$ cat config.mk
export PLATFORM = sky130hd
export DESIGN_NAME = mem_port_arbiter
export DESIGN_NICKNAME = d
export VERILOG_FILES = /design/src/rtl/mem_arb_pkg.sv /design/src/rtl/mem_arb_pick.sv /design/src/rtl/mem_port_arbiter.sv
export SDC_FILE = /design/constraint.sdc
export NUM_CORES = 1
export LEC_CHECK = 0
export ABC_AREA = 1
export CELL_PAD_IN_SITES_DETAIL_PLACEMENT = 1
export CELL_PAD_IN_SITES_GLOBAL_PLACEMENT = 1
export CORE_AREA = 4 4 336 338
export CTS_CLUSTER_SIZE = 20
export DETAILED_ROUTE_END_ITERATION = 8
export DIE_AREA = 0 0 340 342
export PLACE_DENSITY = 0.48
export SYNTH_ARGS = -nofsm -noshare
export SYNTH_HDL_FRONTEND = slang
export SYNTH_SLANG_ARGS = --single-unit
$ cat constraint.sdc
create_clock -name clk -period 3.2 [get_ports clk]
set_input_delay 0.48 -clock clk [delete_from_list [all_inputs] [get_ports clk]]
set_output_delay 0.48 -clock clk [all_outputs]
set_load 0.01 [all_outputs]
$ cat src/rtl/mem_arb_pkg.sv
// mem_arb_pkg: shared definitions for the I/D-cache memory port arbiter.
//   arb_state_e            : arbiter FSM encoding (IDLE, GRANT_I, GRANT_D, RELEASE)
//   GNT_NONE/GNT_I/GNT_D   : one-hot grant values, bit 1 = D-cache, bit 0 = I-cache
//   ADDR_W_DEF/DATA_W_DEF  : default line address / line data widths
// Optional build macro used by the arbiter: MEM_ARB_RR_EN (round-robin tie break).
package mem_arb_pkg;

  localparam int ADDR_W_DEF = 28;
  localparam int DATA_W_DEF = 128;

  typedef enum logic [1:0] {
    IDLE    = 2'd0,
    GRANT_I = 2'd1,
    GRANT_D = 2'd2,
    RELEASE = 2'd3
  } arb_state_e;

  localparam logic [1:0] GNT_NONE = 2'b00;
  localparam logic [1:0] GNT_I    = 2'b01;
  localparam logic [1:0] GNT_D    = 2'b10;

endpackage

$ cat src/rtl/mem_arb_pick.sv
// mem_arb_pick: combinational winner select for the memory port arbiter.
// Ports:
//   i_pend, d_pend : requester pending flags (read | write)
//   last_grant     : requester served last, 0 = I-cache, 1 = D-cache
//   grant_nxt      : one-hot winner, GNT_NONE when nobody is pending
// Build macro MEM_ARB_RR_EN: when defined, ties go to the requester not served
// last; when undefined, the D-cache always wins a tie and last_grant is ignored.
module mem_arb_pick
  import mem_arb_pkg::*;
(
  input  logic       i_pend,
  input  logic       d_pend,
  input  logic       last_grant,
  output logic [1:0] grant_nxt
);

`ifdef MEM_ARB_RR_EN
  always_comb begin
    grant_nxt = GNT_NONE;
    if (i_pend && d_pend) begin
      grant_nxt = last_grant ? GNT_I : GNT_D;
    end else if (d_pend) begin
      grant_nxt = GNT_D;
    end else if (i_pend) begin
      grant_nxt = GNT_I;
    end
  end
`else
  // Loads/stores stall the whole pipe, so the D-cache is always preferred.
  logic unused_last_grant;
  assign unused_last_grant = last_grant;

  always_comb begin
    grant_nxt = GNT_NONE;
    if (d_pend) begin
      grant_nxt = GNT_D;
    end else if (i_pend) begin
      grant_nxt = GNT_I;
    end
  end
`endif

endmodule

$ cat src/rtl/mem_port_arbiter.sv
// mem_port_arbiter: shares one 128-bit line memory port between the I-cache
// and D-cache miss engines, one whole line transaction at a time.
// Ports:
//   clk, rst_n                      : clock, asynchronous active-low reset
//   i_mem_* / d_mem_*               : requester side (read, write, addr, wdata in;
//                                     rdata, ready out)
//   mem_read/write/addr/wdata       : to memory, muxed from the granted requester
//   mem_rdata, mem_ready            : from memory; ready is a one-cycle done pulse
//   grant                           : one-hot owner, [1]=D, [0]=I, 00 = none
// Build macro MEM_ARB_RR_EN: round-robin tie break instead of fixed D priority.
module mem_port_arbiter
  import mem_arb_pkg::*;
#(
  parameter int ADDR_W = ADDR_W_DEF,
  parameter int DATA_W = DATA_W_DEF
) (
  input  logic              clk,
  input  logic              rst_n,
  input  logic              i_mem_read,
  input  logic              i_mem_write,
  input  logic [ADDR_W-1:0] i_mem_addr,
  input  logic [DATA_W-1:0] i_mem_wdata,
  output logic [DATA_W-1:0] i_mem_rdata,
  output logic              i_mem_ready,
  input  logic              d_mem_read,
  input  logic              d_mem_write,
  input  logic [ADDR_W-1:0] d_mem_addr,
  input  logic [DATA_W-1:0] d_mem_wdata,
  output logic [DATA_W-1:0] d_mem_rdata,
  output logic              d_mem_ready,
  output logic              mem_read,
  output logic              mem_write,
  output logic [ADDR_W-1:0] mem_addr,
  output logic [DATA_W-1:0] mem_wdata,
  input  logic [DATA_W-1:0] mem_rdata,
  input  logic              mem_ready,
  output logic [1:0]        grant
);

  arb_state_e state_q, state_d;
  logic [1:0] grant_q, grant_d;
  logic       last_grant_q, last_grant_d;
  logic [1:0] grant_nxt;
  logic       i_pend, d_pend;

  assign i_pend = i_mem_read | i_mem_write;
  assign d_pend = d_mem_read | d_mem_write;

  mem_arb_pick u_pick (
    .i_pend     (i_pend),
    .d_pend     (d_pend),
    .last_grant (last_grant_q),
    .grant_nxt  (grant_nxt)
  );

  always_ff @(posedge clk or negedge rst_n) begin
    if (!rst_n) begin
      state_q      <= IDLE;
      grant_q      <= GNT_NONE;
      last_grant_q <= 1'b0;
    end else begin
      state_q      <= state_d;
      grant_q      <= grant_d;
      last_grant_q <= last_grant_d;
    end
  end

  always_comb begin
    state_d      = state_q;
    grant_d      = grant_q;
    last_grant_d = last_grant_q;
    case (state_q)
      IDLE: begin
        if (grant_nxt != GNT_NONE) begin
          grant_d      = grant_nxt;
          last_grant_d = grant_nxt[1];
          state_d      = grant_nxt[1] ? GRANT_D : GRANT_I;
        end
      end
      GRANT_I, GRANT_D: begin
        // Ownership lasts until memory reports completion, even if the
        // requester has already withdrawn.
        if (mem_ready) begin
          state_d = RELEASE;
          grant_d = GNT_NONE;
        end
      end
      RELEASE: begin
        // Dead cycle so the served cache can drop its request before the
        // next arbitration sees it.
        state_d = IDLE;
      end
      default: begin
        state_d = IDLE;
        grant_d = GNT_NONE;
      end
    endcase
  end

  // A simultaneous read+write is illegal; the write takes the port.
  always_comb begin
    mem_read    = 1'b0;
    mem_write   = 1'b0;
    mem_addr    = '0;
    mem_wdata   = '0;
    i_mem_ready = 1'b0;
    d_mem_ready = 1'b0;
    if (grant_q == GNT_I) begin
      i_mem_ready = mem_ready;
      if (i_pend) begin
        mem_write = i_mem_write;
        mem_read  = i_mem_read & ~i_mem_write;
        mem_addr  = i_mem_addr;
        mem_wdata = i_mem_wdata;
      end
    end else if (grant_q == GNT_D) begin
      d_mem_ready = mem_ready;
      if (d_pend) begin
        mem_write = d_mem_write;
        mem_read  = d_mem_read & ~d_mem_write;
        mem_addr  = d_mem_addr;
        mem_wdata = d_mem_wdata;
      end
    end
  end

  assign i_mem_rdata = mem_rdata;
  assign d_mem_rdata = mem_rdata;
  assign grant       = grant_q;

`ifndef SYNTHESIS
  a_no_rw_i : assert property (@(posedge clk) disable iff (!rst_n)
    (state_q == GRANT_I) |-> !(i_mem_read && i_mem_write))
    else $warning("I-cache asserted read and write together; write forwarded");
  a_no_rw_d : assert property (@(posedge clk) disable iff (!rst_n)
    (state_q == GRANT_D) |-> !(d_mem_read && d_mem_write))
    else $warning("D-cache asserted read and write together; write forwarded");
`endif

endmodule

# After elaboration in Yosys (flattened, before gate mapping)
# Index checks and enable logic that the tools add are counted.
totals:
  regBits: 4
  input_bits: 447
  output_inout_bits: 418
op_classes:
  eq_ne: 7
  n_mux: 28
  bitwise_logic: 6
  n_reduce_logical: 6
op_table:
  columns: ["cell", "n"]
  rows:
  - ["$mux W128", 4]
  - ["$mux W28", 4]
  - ["$mux W1", 12]
  - ["$mux W2", 6]
  - ["$eq A2 B2 Y1 const B", 3]
  - ["$pmux W2 S3", 1]
  - ["$eq A2 B1 Y1 const B", 2]
  - ["$ne A2 B2 Y1 const B", 2]
  - ["$pmux W2 S2", 1]
  - ["$reduce_bool A2 Y1", 2]
  - ["$reduce_and A3 Y1", 1]
  - ["$and A1 B1 Y1", 2]
  - ["$logic_not A2 Y1", 1]
  - ["$not A1 Y1", 2]
  - ["$or A1 B1 Y1", 2]
  - ["$reduce_and A2 Y1", 1]
  - ["$reduce_or A2 Y1", 1]

# Depth between registers and ports, before layout
# Gate-level depths: netlist of the first run.
depth:
  ltp_word: 6
  ltp_mapped: 7
  mapped_depth_nobuf: 7

# By module
# Synthesis of the first run repeated with hierarchy kept, for this count alone.
hier_totals:
  hier_cells: 817
  hier_area_um2: 4337.9
modules_own_cells:
  columns: ["module", "n_inst", "cells_per_inst", "area_per_inst_um2", "seq_area_each_um2"]
  rows:
  - ["mem_port_arbiter", 1, 814, 4320.4, 125.1]
  - ["mem_arb_pick", 1, 3, 17.5, 0.0]

# Worst setup path after synthesis of the first run
# No wires, ideal clock.
synth_path:
  path_kind: "register to output"
  from: "register grant_q[0], in the netlist grant[0]"
  to: "output mem_wdata[45]"
  arrival_time_ns: 1.232
  required_time_ns: 2.720
  slack_ns: 1.488
  path_stages_with_launch: 6
  n_path_buf: 2
  cell_sequence: "dfrtp_1 inv_1 nand2_2 buf_6 buf_6 o21ai_0"
synth_via:
  elab_chain_cells: 3
  elab_cells_between_ends: 4
synth_lines:
  columns: ["item", "line", "source"]
  rows:
  - ["from (decl)", "mem_port_arbiter.sv:41", "logic [1:0] grant_q, grant_d;"]
  - ["from (signal assigned)", "mem_port_arbiter.sv:63", "grant_q <= grant_d;"]
  - ["$eq A2 B2 Y1", "mem_port_arbiter.sv:116", "end else if (grant_q == GNT_D) begin"]
  - ["$mux W128", "mem_port_arbiter.sv:116", null]
  - ["$mux W128 (*)", "mem_port_arbiter.sv:108", "if (grant_q == GNT_I) begin"]
  - ["to (decl)", "mem_port_arbiter.sv:34", "output logic [DATA_W-1:0] mem_wdata,"]
# Mark *: on every way between the ends. The rest lies on a longest branch, timed or not.

# Worst setup path in the final report of the first run
layout_path:
  from: "input d_mem_write"
  to: "output mem_wdata[48]"
layout_via:
  elab_chain_cells: 4
layout_lines:
  columns: ["item", "line", "source"]
  rows:
  - ["from (decl)", "mem_port_arbiter.sv:26", "input logic d_mem_write,"]
  - ["$or A1 B1 Y1", "mem_port_arbiter.sv:47", "assign d_pend = d_mem_read | d_mem_write;"]
  - ["$mux W128", "mem_port_arbiter.sv:118", "if (d_pend) begin"]
  - ["$mux W128", "mem_port_arbiter.sv:116", null]
  - ["$mux W128", "mem_port_arbiter.sv:108", null]
# No other way between the ends.

==> impl_results.md, run 1 <==
- Switch share: between 50 and 60%
- Largest vdd supply drop: approximately 350 uV
- Clock tree root driver cell: clkbuf_16
- Number of enable-type register cells in the synthesized netlist: 0
- Routed Antenna Nets: 0
- Number of buffers inserted during clock tree synthesis: 3
- Clock latency reported for the late side of the worst-skew pair: 0.22 ns
- Number of nets produced by synthesis: 1288
- Final Routed Wirelength: about 54000 microns
- Clock-pin slew on the worst setup and hold paths: about 0.03 ns
- Residual DRC count: 0
- Max Cap Viol: 0
- Most used standard cells in the synthesized netlist: 266 x buf_4, 165 x nand2_1, 161 x nand3_1
- Ratio of routed vias to standard cells: ~2.5
- Total Die Area: around 120000 sq um
- Fraction of post-synthesis cell area in the top cell type by area: around two fifths
- Critical path capture point type: output port
- Capturing point of the worst reg2reg path: state_q[1]$_DFFE_PN0P_
- Cell types with the largest area share after synthesis: buf_4 42%, nand3_1 17%, nand2_1 13%
- Final count of negative-setup-slack endpoints: 0
- Area growth, synth to finish: 116%
- Vias after detailed routing: about 6500
- Fraction of power consumed by combinational cells: approximately 94%
- Storage cell area: about 100 sq um
- Setup skew after layout: 0.000928 ns
- Number of unique standard cell types used by synthesis: 20
- Number of global-route vias before repair: about 7000
- Leakage: between 3 and 4 nW
- Number of max-slew violations in the final report: 0
- CTS tree: built
- Worst setup path category: in2out
- Critical Path Source: d_mem_write
- Total power consumption of the routed design: approximately 5 mW
- Result of the run: finished clean
- Maximum clock insertion buffer count: 2
- Core Area: 110000 sq um
- Most used standard cell by instance count after synthesis: buf_4
- Worst endpoint required time: between 2 and 3 ns
- Top-level I/O count: ~870
- Synth async-reset ratio: between 90% and 100%
- Port bufs: 480
- Largest net degree at the start of global routing: 54
- Slew of the pin with the lowest slew margin: about 0.56 ns
- Initial antenna violation count: 24
- Fraction of layout instances using a drive strength above 1: roughly 12%
- Initial core utilization: 4.36%
- Detailed router's first-iteration violation count: ~180
- Global route overflow: 0
- Relative slew margins: between 60% and 70%
- PD cells: 497 nW/um^2
- Data arrival time of the worst path: ~2.6 ns
- Reg-to-reg setup timing slack: ~2.0 ns
- Crit start category: input port
- Hold Fails Final Rpt: 0
- Placed wire-length estimate: a little under 50000 microns
- Synth warnings: 0
- Share of the yosys chip area belonging to registers: roughly 2.1%
- Vertical extent of the die: around 340 microns
- Worst-case hold slack: about 0.5 ns
- Min Tclk post-route: ~3.1 ns
- All-layer global routing usage: between 8 and 9%
- Peak Freq: approximately 0.32 GHz
- Internal cell power: around 2.6 mW
- Pre-antenna DRT Iters: 4
- Number of nets in the layout: 1510
- Count of standard-cell rows: 122
- Most common flop cell mapped by yosys: dfrtp_1
- Worst Path Max Fanout: 24
- CTS H-tree depth: 1
- Startpoint of the worst-slack reg-to-reg timing path: state_q[0]$_DFFE_PN0P_
- Hold WC Path Type: in2async
- Number of fill cells: about 13000
- Post-synthesis instance area: 4800 sq um
- Clock Power Share: about 3.8%
- Total of flip-flops plus latches after synthesis: 4
- Setup repair after global routing missed its margin: false
- Wire length per cell: approximately 21 microns
- Number of cells produced by synthesis: around 840
- Die X-Extent: 340 microns
- Final critical-path share of the clock period: a little over nine tenths
- Wire length of the first global-routing pass: a little under 70000 microns
- Area used by multi-input combinational logic: 2330 sq um
- Post-synthesis area per instance: roughly 5.7 sq um
- Final GP Congestion: 0.759
- Number of clock sinks seen by CTS: 4
- Cell count of the worst reg-to-reg path: 6
- Fraction of power consumed by sequential logic: 2.0%
- Synth area leader: buf_4
- Critical path capture point: mem_wdata[48]
- Net switching power of the design: about 2.6 mW
==> metrics by stage <==
| step | worst slack [ns] | area, sq um | setup TNS [ns] | util (%) | cells |
|---|---|---|---|---|---|
| after CTS | 0.00140 | 10300 | 0 | 9.39 | 2547 |
| after global placement | -0.110 | 10300 | -0.176 | 9.33 | 2544 |
| after floorplan | 1.49 | 4800 | 0 | - | 839 |
| final | 0.119 | 10400 | 0 | 9.42 | 2558 |
| after detailed placement | -0.0600 | 10300 | -0.152 | 9.33 | 2544 |
| after global routing | 0.00626 | 10300 | 0 | 9.40 | 2547 |
==> power groups by stage <==
stage,clock network (mW),registers [mW],logic [mW]
3_5_place_dp,0,0.105,5.13
3_3_place_gp,0,0.103,5.14
6_report,0.195,0.104,4.85
4_1_cts,0.198,0.105,5.16
2_1_floorplan,0,0.0975,1.85
5_1_grt,0.202,0.108,5.31
==> what timing repair did <==
action | 4_1_cts | 5_1_grt
hold endpoints to repair | 0 | 0
hold buffers | 0 | 0
buffers inserted | 0 | 0
setup endpoints to repair | 4 | 6
gates resized for setup | 4 | 6
==> registers in the layout, indices dropped and copies added, names as in the netlist <==
name	flops
state_q	2
grant	2
==> worst max-delay path, cell delays in order <==
cell	delay (ns)
clkdlybuf4s50_1	0.52
nor2_2	0.09
inv_6	0.11
buf_12	0.19
buf_12	0.18
nand2_1	0.06
o21ai_1	0.31
clkdlybuf4s50_1	0.61
==> layout make-up <==
| cell class | count | area share [%] |
|---|---|---|
| diodes | 11 | 0.265 |
| clock buffers | 3 | 0.724 |
| inverters | 10 | 0.458 |
| multi-input cells | 501 | 22.5 |
| flip-flops and latches | 4 | 0.965 |
| well taps | 1488 | 17.9 |
| repair buffers | 541 | 57.1 |
==> placed cells by master, fill, tap and decap left out <==
cell / count
nor2_2: 1
nand4_1: 2
diode_2: 11
nand2_8: 1
nor2_4: 1
clkdlybuf4s50_1: 416
clkbuf_16: 3
dfrtp_1: 4
o21ai_1: 91
buf_12: 65
ha_1: 2
a21oi_1: 2
inv_6: 2
nand2_1: 165
o21ai_0: 70
dlymetal6s2s_1: 2
buf_4: 58
nand3_1: 161
inv_1: 8
nor2_1: 5
==> kinds of logic after synthesis <==
| logic type | Yosys count | share of synthesized area (%) |
|---|---|---|
| fa+ha+maj | 2 | 0.521 |
| flops | 4 | 2.09 |
| simple gates | 336 | 30.8 |
| compound gates | 163 | 17.0 |
| buf+inv | 334 | 49.6 |
==> worst min-delay path by stage <==
stage	slack (ns)	cells after the start	end	from
after floorplan	0.18	0	grant[0]$_DFFE_PN0P_	rst_n
after global placement	0.47	2	state_q[0]$_DFFE_PN0P_	state_q[0]$_DFFE_PN0P_
after detailed placement	0.49	2	state_q[0]$_DFFE_PN0P_	state_q[0]$_DFFE_PN0P_
after CTS	0.50	1	grant[0]$_DFFE_PN0P_	rst_n
after global routing	0.51	1	grant[0]$_DFFE_PN0P_	rst_n
final	0.49	1	state_q[0]$_DFFE_PN0P_	rst_n
==> layer usage <==
layer / share of wire [%] / track usage, % / vias to the layer above
li1: - / - / 2975
met1: 43 / 11.0 / 2865
met2: 40 / 12.6 / 458
met3: 14 / 5.34 / 135
met4: 2.5 / 1.87 / 26
met5: 0.47 / 0.625 / -
No activity file was read; power rests on OpenSTA's default activity.
==> inputs of run 2 (changes only) <==
- CORE_AREA: 4 4 336 338 -> 2 2 334 336
- DIE_AREA: 0 0 340 342 -> 0 0 336 338
==> impl_results.md, run 2 (same netlist as run 1, synthesis figures left out) <==
- PD cells: 477 nW/um^2 (-4.0%)
- Final design utilization: 9.12% (-0.31 points)
- Placed wire-length estimate: 43800 microns (-11%)
- Wire length of the first global-routing pass: 60800 microns (-12%)
- Leakage: 3.30 nW (-5.5%)
- Wire length per cell: 19.3 microns (-9.0%)
- Top-level I/O count: 865 (unchanged)
- Ratio of routed vias to standard cells: 2.58 (+2.1%)
- Global route overflow: 0 (unchanged)
- Met2 wire length: 19300 microns (-11%)
- Maximum clock insertion buffer count: 2 (unchanged)
- Count of standard-cell rows: 122 (unchanged)
- Pre-antenna DRT Iters: 4 (unchanged)
- Hold WC Path Type: in2async
- Worst endpoint required time: 2.72 ns (about the same)
- Clock tree root driver cell: clkbuf_16
- Slew of the pin with the lowest slew margin: 0.567 ns (+0.00221 ns)
- CTS tree: built
- Initial antenna violation count: 15 (-38%)
- Number of nets in the layout: 1498 (-0.79%)
- Number of buffers inserted during clock tree synthesis: 3 (unchanged)
- Final Routed Wirelength: 49000 microns (-9.8%)
- Area growth, synth to finish: 109%
- Cell count of the worst reg-to-reg path: 7 (+1)
- Core Area: 110000 sq um (unchanged)
- Vertical extent of the die: 338 microns (-1.2%)
- Internal cell power: 2.36 mW (-7.7%)
- Result of the run: finished clean
- Data arrival time of the worst path: 2.70 ns (+0.10 ns)
- Cell area after layout: 10000 sq um (-3.3%)
- Most used cells in the layout excluding fill and tap cells: 437 x clkdlybuf4s50_1, 165 x nand2_1, 161 x nand3_1
- Detailed router's first-iteration violation count: 264 (+49%)
- Setup repair after global routing missed its margin: false
- Count of hold buffers inserted by post-cts repair: 0 (unchanged)
- Largest vdd supply drop: 418 uV (+19%)
- Switch share: 50.7% (+0.28 points)
- Fraction of power consumed by sequential logic: 2.1% (about the same)
- Initial core utilization: 4.36% (unchanged)
- Number of max-slew violations in the final report: 0 (unchanged)
- Number of clock sinks seen by CTS: 4 (unchanged)
- Largest net degree at the start of global routing: 76 (+41%)
- Detailed-routed wire length on met3: 6930 microns (-7.6%)
- Worst Path Max Fanout: 50 (+110%)
- Peak Freq: 0.315 GHz (-3.1%)
- Crit start category: input port
- Fraction of power consumed by combinational cells: 93.8% (-0.4 points)
- M1 WL: 21000 microns (-11%)
- Total power consumption of the routed design: 4.78 mW (-7.2%)
- Clock-pin slew on the worst setup and hold paths: 0.03 ns (about the same)
- Final count of negative-setup-slack endpoints: 0 (unchanged)
- Vias after detailed routing: 6537 (+1.2%)
- Finished Layout Cells: 2535 (-0.90%)
- Routed Antenna Nets: 0 (unchanged)
- Clock latency reported for the late side of the worst-skew pair: 0.22 ns (about the same)
- Die X-Extent: 336 microns (-1.2%)
- Count of antenna diodes in the layout: 0 (-11)
- Worst setup path category: in2out
- Critical path capture point type: output port
- Max Cap Viol: 0 (unchanged)
- Fraction of layout instances using a drive strength above 1: 9.55% (-2.8 points)
- Placed cell area: 9960 sq um (-3.0%)
- Number of fill cells: 13302 (+0.68%)
- Most common cell after layout, fill and taps aside: clkdlybuf4s50_1
- Port bufs: 480 (unchanged)
- Worst-case hold slack: 0.483 ns (-0.00674 ns)
- Net switching power of the design: 2.43 mW (-6.7%)
- Final GP Congestion: 0.693 (-8.8%)
- CTS H-tree depth: 1 (unchanged)
- Residual DRC count: 0 (unchanged)
- All-layer global routing usage: 7.97% (-0.79 points)
- Number of global-route vias before repair: 6579 (-6.0%)
- Highest metal used: met5
- Setup skew after layout: 0.00273 ns (+0.00181 ns)
- Total Die Area: 114000 sq um (-2.3%)
- Final critical-path share of the clock period: 99.4% (+3.1 points)
- Min Tclk post-route: 3.18 ns (+0.0985 ns)
- Relative slew margins: 61.8% (-0.29 points)
- Hold Fails Final Rpt: 0 (unchanged)
- Clock Power Share: 4.0% (+0.2 points)
- Number of cells after detailed placement: 2532 (-0.47%)
-- run 2: changes by cell type in the layout (fill, tap and decap cells not counted) --
cell and change:
buf_12 -21, buf_4 -10, clkdlybuf4s50_1 +21, diode_2 -11, dlymetal6s2s_1 -2, o21ai_0 +5, o21ai_1 -5
-- run 2: timing repair --
action / CTS / global route
resized for setup: 3 / 0
setup endpoints to repair: 3 / 0
setup buffers: 0 / 0
-- run 2: metal layers --
layer,track usage [%],vias up
met5,1.36,-
met4,1.97,24
met3,4.85,122
met2,11.1,512
met1,10.1,2945
li1,-,2934
-- run 2: power groups by stage --
stage | clock network (mW) | registers [mW] | logic [mW]
floorplan | 0 | 0.0975 | 1.85
global placement | 0 | 0.103 | 4.68
detailed placement | 0 | 0.102 | 4.67
CTS | 0.196 | 0.103 | 4.70
global route | 0.204 | 0.107 | 4.88
finish | 0.193 | 0.103 | 4.49
-- run 2: worst paths after layout --
path | startpoint | end | slack [ns]
max in group asynchronous | rst_n | grant[0]$_DFFE_PN0P_ | 2.53
max reg2reg | state_q[0]$_DFFE_PN0P_ | grant[0]$_DFFE_PN0P_ | 1.90
min | rst_n | state_q[1]$_DFFE_PN0P_ | 0.48
min reg2reg | state_q[1]$_DFFE_PN0P_ | state_q[1]$_DFFE_PN0P_ | 0.48
min in group clk | state_q[1]$_DFFE_PN0P_ | state_q[1]$_DFFE_PN0P_ | 0.48
max | d_mem_write | mem_wdata[99] | 0.02
-- run 2: critical path: stages --
cell             delay, ns
clkdlybuf4s50_1       0.52
nor2_2                0.10
inv_6                 0.08
buf_12                0.21
nand2_1               0.12
o21ai_1               0.42
clkdlybuf4s50_1       0.64
-- run 2: area by class of cell --
cell class                 instances  area (sq um)  share of cell area, %
sequential                         4           100                  0.998
clock buffer                       3          75.1                  0.748
timing repair buffer             529          5620                   56.0
multi-input combinational        501          2330                   23.3
tap                             1488          1860                   18.6
inverter                          10          47.5                  0.474
-- run 2: metrics by stage --
stage	worst slack, ns	setup TNS [ns]
final	0.0204	0
after global routing	0.0301	0
after detailed placement	-0.108	-0.181
after global placement	-0.124	-0.246
after floorplan	1.49	0
after CTS	0.0784	0
